<file path="src/rtl/mmu_tlb_port_arbiter.sv">
`default_nettype none
// ============================================================================
// Module  : mmu_tlb_port_arbiter
// Purpose : Round-robin lock arbiter sharing one TLB lookup port between
//           N_REQ translation FSMs. Muxes the owner's lookup fields onto the
//           shared port and revokes ownership after a programmable hold time.
// Revision: 1.0 - initial release
// ============================================================================
module mmu_tlb_port_arbiter #(
  parameter int N_REQ     = 2,
  parameter int ADDR_BITS = 48,
  parameter int PID_BITS  = 6,
  parameter int CNT_BITS  = 16
) (
  input  logic                          aclk,
  input  logic                          aresetn,
  input  logic [N_REQ-1:0]              lock,
  input  logic [N_REQ-1:0]              unlock,
  output logic [N_REQ-1:0]              grant,
  output logic [$clog2(N_REQ)-1:0]      owner_id,
  input  logic [N_REQ-1:0]              s_valid,
  input  logic [N_REQ*ADDR_BITS-1:0]    s_addr,
  input  logic [N_REQ*PID_BITS-1:0]     s_pid,
  input  logic [N_REQ-1:0]              s_wr,
  output logic                          m_valid,
  output logic [ADDR_BITS-1:0]          m_addr,
  output logic [PID_BITS-1:0]           m_pid,
  output logic                          m_wr,
  input  logic [CNT_BITS-1:0]           max_hold,
  output logic                          timeout,
  output logic [$clog2(N_REQ)-1:0]      timeout_id,
  output logic [15:0]                   timeout_cnt
);

  localparam int ID_W = $clog2(N_REQ);

  typedef enum logic [1:0] {
    IDLE = 2'd0,
    BUSY = 2'd1,
    TURN = 2'd2
  } state_t;

  state_t              state, state_n;
  logic [ID_W-1:0]     rr_ptr, rr_n;
  logic [CNT_BITS-1:0] hold_cnt, hold_n;
  logic [N_REQ-1:0]    grant_n;
  logic [ID_W-1:0]     owner_n;
  logic                to_n;
  logic [ID_W-1:0]     to_id_n;
  logic [15:0]         to_cnt_n;

  logic                pick_found;
  logic [ID_W-1:0]     pick_idx;
  logic [ID_W:0]       scan_sum;
  logic [ID_W-1:0]     scan_idx;
  logic                expire;

  // Find the first requesting lock bit scanning upward from rr_ptr, wrapping at N_REQ.
  always_comb begin
    pick_found = 1'b0;
    pick_idx   = '0;
    scan_sum   = '0;
    scan_idx   = '0;
    for (int k = 0; k < N_REQ; k++) begin
      scan_sum = {1'b0, rr_ptr} + (ID_W+1)'(k);
      if (scan_sum >= (ID_W+1)'(N_REQ)) begin
        scan_sum = scan_sum - (ID_W+1)'(N_REQ);
      end
      scan_idx = scan_sum[ID_W-1:0];
      if (!pick_found && lock[scan_idx]) begin
        pick_found = 1'b1;
        pick_idx   = scan_idx;
      end
    end
  end

  // Watchdog fires on the last permitted cycle of a tenure; 0 disables it.
  assign expire = (max_hold != '0) && (hold_cnt == (max_hold - CNT_BITS'(1)));

  // Next-state and next-output logic for the ownership FSM.
  always_comb begin
    state_n  = state;
    grant_n  = grant;
    owner_n  = owner_id;
    rr_n     = rr_ptr;
    hold_n   = hold_cnt;
    to_n     = 1'b0;
    to_id_n  = timeout_id;
    to_cnt_n = timeout_cnt;
    case (state)
      IDLE: begin
        if (pick_found) begin
          grant_n = N_REQ'(1) << pick_idx;
          owner_n = pick_idx;
          rr_n    = (pick_idx == ID_W'(N_REQ-1)) ? '0 : pick_idx + ID_W'(1);
          hold_n  = '0;
          state_n = BUSY;
        end
      end
      BUSY: begin
        if (hold_cnt != '1) begin
          hold_n = hold_cnt + CNT_BITS'(1);
        end
        // A release on the expiry cycle wins over the watchdog.
        if (unlock[owner_id]) begin
          grant_n = '0;
          state_n = TURN;
        end else if (expire) begin
          grant_n = '0;
          to_n    = 1'b1;
          to_id_n = owner_id;
          if (timeout_cnt != 16'hFFFF) begin
            to_cnt_n = timeout_cnt + 16'd1;
          end
          state_n = TURN;
        end
      end
      TURN: begin
        state_n = IDLE;
      end
      default: begin
        state_n = IDLE;
      end
    endcase
  end

  // State register with synchronous active-low reset.
  always_ff @(posedge aclk) begin
    if (!aresetn) begin
      state       <= IDLE;
      grant       <= '0;
      owner_id    <= '0;
      rr_ptr      <= '0;
      hold_cnt    <= '0;
      timeout     <= 1'b0;
      timeout_id  <= '0;
      timeout_cnt <= '0;
    end else begin
      state       <= state_n;
      grant       <= grant_n;
      owner_id    <= owner_n;
      rr_ptr      <= rr_n;
      hold_cnt    <= hold_n;
      timeout     <= to_n;
      timeout_id  <= to_id_n;
      timeout_cnt <= to_cnt_n;
    end
  end

  // Shared-port mux: only the owner's lookup reaches the TLB; idle port reads zero.
  always_comb begin
    m_valid = 1'b0;
    m_addr  = '0;
    m_pid   = '0;
    m_wr    = 1'b0;
    if (|grant) begin
      m_valid = s_valid[owner_id];
      m_addr  = s_addr[owner_id*ADDR_BITS +: ADDR_BITS];
      m_pid   = s_pid[owner_id*PID_BITS +: PID_BITS];
      m_wr    = s_wr[owner_id];
    end
  end

endmodule
`default_nettype wire

</file>
<file path="config.mk">
export PLATFORM = sky130hd
export DESIGN_NAME = mmu_tlb_port_arbiter
export DESIGN_NICKNAME = d
export VERILOG_FILES = /design/src/rtl/mmu_tlb_port_arbiter.sv
export SDC_FILE = /design/constraint.sdc
export NUM_CORES = 1
export LEC_CHECK = 0
export BUFFER_PORTS_ARGS = -buffer_cell sky130_fd_sc_hd__buf_2
export CAP_MARGIN = 15
export CORE_MARGIN = 4
export CORE_UTILIZATION = 45
export CTS_CLUSTER_SIZE = 10
export DETAILED_ROUTE_END_ITERATION = 10
export HOLD_SLACK_MARGIN = 0.03
export PLACE_DENSITY = 0.84
export RECOVER_POWER = 25
export SYNTH_ARGS = -nofsm -noshare
export SYNTH_HDL_FRONTEND = slang
export SYNTH_SLANG_ARGS = --single-unit
export TNS_END_PERCENT = 10
</file>
<file path="constraint.sdc">
create_clock -name aclk -period 9.9 [get_ports aclk]
set_input_delay 1.98 -clock aclk [delete_from_list [all_inputs] [get_ports aclk]]
set_output_delay 1.98 -clock aclk [all_outputs]
set_load 0.05 [all_outputs]
</file>
==> metrics.yaml <==
power_leakage_nw: 1.933
drc: 0
hold_buffers: 0
fillCellCount: 662
cts_tree: "yes"
slew_violations: 0
whs_ps: 494.6
status: "complete, no violations"
route.met2.wl_um: 5561
place_area_um2: 4318
clk_latency_ps: 300
final_area_um2: 4443
fin_setup_tns_ps: 0
portBuffers: 210
synth_flop_cell: "dfxtp_1"
fmax_ghz: 0.2106
cts.path.max_buffers: 2
first_pass_iters: 5
start_util_pct: 47.28
synthToLayoutAreaGrowth_pct: 36.05
syn_nets: 569
dieHeight_um: 93.19
fin_cells: 723
worst_slew_pin_slew_ps: 954.6
post-cts-setup-buffers: 0
cpPeakStageDelay_ps: 350
worst_slack_ps: 5152
vias_per_cell: 5.360
rsz0062_at_grt: "no"
htree_levels: 2
num-nets-final: 760
hold_path.class: "reg2reg"
final_hold_viol_count: 0
top_layer_used: "met5"
synth_edf_count: 0
syn-instance-count: 432
wl_met3_um: 987
grt_pass1_vias: 3837
postRouteAntennaNets: 0
io_pins: 211
cts_resized: 0
relSlewSlack_pct: 36.36
cp_slowest_cell: "mux2i_1"
cts_buffers: 5
syn_avg_cell_area_um2: 7.559
cts.sinks: 40
skew_ps: 15.29
drive_above_1_share_pct: 33.33
gp_congestion: 0.8855
crit_top_cell: "buf_2"
first_iter_violations: 192
period_minus_slack_ps: 4748
path_max_fanout: 1
crit_required_ps: 7920
dp.cells: 710
crit_chain: "buf_2 -> mux2i_1 -> nor2_1 -> buf_2"
vias: 3875
ir_worst_vdd_v: 0.00008958
row_count: 30
drt_wl_total_um: 11310
endpoint_kind: "primary output"
grt_first_pass_wirelength_um: 17670
preCtsSetupSlack_ps: 4962
die_area_um2: 8683
syn_area_um2: 3266
path_clk_slew_ps: 80
fin_crit_sh_pct: 47.96
finalSetupViolCount: 0
power.density_nw_per_um2: 115.2
crit_arrival_ps: 2770
die_w_um: 93.19
antenna_found_initial: 2
grt_max_degree: 61
synth_cell_type_count: 47
yosys_warnings: 0
clk_root_buffer_cell: "clkbuf_8"
core-area_um2: 6907
met1_length_um: 4295
gr-total-overflow: 0
synthArstFlopShare_pct: 0
start_kind: "primary input"
gr-usage-all-layers_pct: 25.10
wire_per_inst_um: 15.65
path_class: "in2out"
hpwlAfterDp_um: 9382
max_cap_violations: 0
yosysSeqAreaShare_pct: 24.52
ys_seq_elements: 40
==> cell usage in the layout (no fill, tap or decap), types with 2 or more instances in the layout <==
cell	n
and4_1	4
xor2_1	16
nor4_1	5
and3_1	8
nor3_1	9
nand3_1	11
nand2_1	18
o211ai_1	3
nor2b_1	2
or2_2	2
nand4_1	14
mux2i_1	58
nor2_1	83
clkbuf_1	22
a21oi_1	26
or4_4	2
a31oi_1	3
diode_2	3
a32oi_1	2
o21ai_0	21
and2_1	3
dfxtp_1	39
ha_1	3
clkbuf_8	5
nand2b_1	3
inv_1	8
xnor2_1	20
buf_2	188
or3_1	19
and3b_1	2
==> critical path: cells and delay by family <==
kind / cells / cell delay [ps]
multiplexers: 1 / 350
AND/OR/NAND/NOR: 1 / 100
buffers and inverters: 2 / 340
==> path summary, 6_finish.rpt <==
path	start	endpoint	slack, ps	cells after the start
worst max-delay path	s_pid[7]	m_pid[1]	5150	4
worst min-delay path	timeout_id	timeout_id	490	2
worst max register to register	owner_id	timeout_cnt[13]	7080	7
worst min register to register	timeout_id	timeout_id	490	2
==> Yosys cell counts, types with 4 or more instances <==
cell type  instances  area share [%]
a21oi_1           26             4.0
and3_1             8             1.5
and4_1             4             1.1
clkbuf_1          23             2.6
dfxtp_1           40              25
inv_1              8            0.92
mux2i_1           58              18
nand2_1           18             2.1
nand3_1           11             1.7
nand4_1           14             2.7
nor2_1            84             9.7
nor3_1             9             1.4
nor4_1             5            0.96
o21ai_0           21             3.2
or3_1             19             3.6
xnor2_1           20             5.4
xor2_1            16             4.3
==> layout make-up <==
class                           instances  area [µm²]  area share [%]
Antenna cell                            3       7.507          0.1690
Clock buffer                            6       93.84           2.112
Clock inverter                          2       16.27          0.3661
Inverter                                8       30.03          0.6759
Multi-Input combinational cell        356        2312           52.04
Sequential cell                        40       804.5           18.11
Tap cell                               96       120.1           2.703
Timing Repair Buffer                  212        1059           23.82
==> kinds of logic after synthesis <==
family / after synthesis / share of synthesized area, %
XOR/XNOR: 36 / 9.655
buffers and inverters: 36 / 4.904
multiplexers: 59 / 18.12
AND/OR/NAND/NOR: 193 / 29.81
flip-flops: 40 / 24.52
adder cells (fa/ha/maj): 3 / 1.150
AO/OA/AOI/OAI: 65 / 11.84
==> report_power, final <==
| part | internal, mW | total [mW] | switching (mW) |
|---|---|---|---|
| Clock | 0.0658 | 0.127 | 0.0608 |
| Sequential | 0.163 | 0.176 | 0.0122 |
| Combinational | 0.0683 | 0.210 | 0.142 |
==> sequential cells by signal, indices dropped and copies added (netlist names) <==
signal	flops
state	2
grant	2
hold_cnt	16
timeout_cnt	16
owner_id	1
rr_ptr	1
timeout_id	1
timeout	1
==> stage by stage <==
step	util, %	power, mW
2_1_floorplan	-	0.3209
5_1_grt	64.26	0.5382
3_3_place_gp	62.52	0.3828
6_report	64.33	0.5120
3_5_place_dp	62.52	0.3858
4_1_cts	64.11	0.5110
==> metal layers <==
metal	vias up	GRT usage, %
li1	1934	-
met5	-	0
met1	1745	27.18
met4	2	10.99
met3	37	8.447
met2	157	44.27
Power figures use the tool's default switching activity.
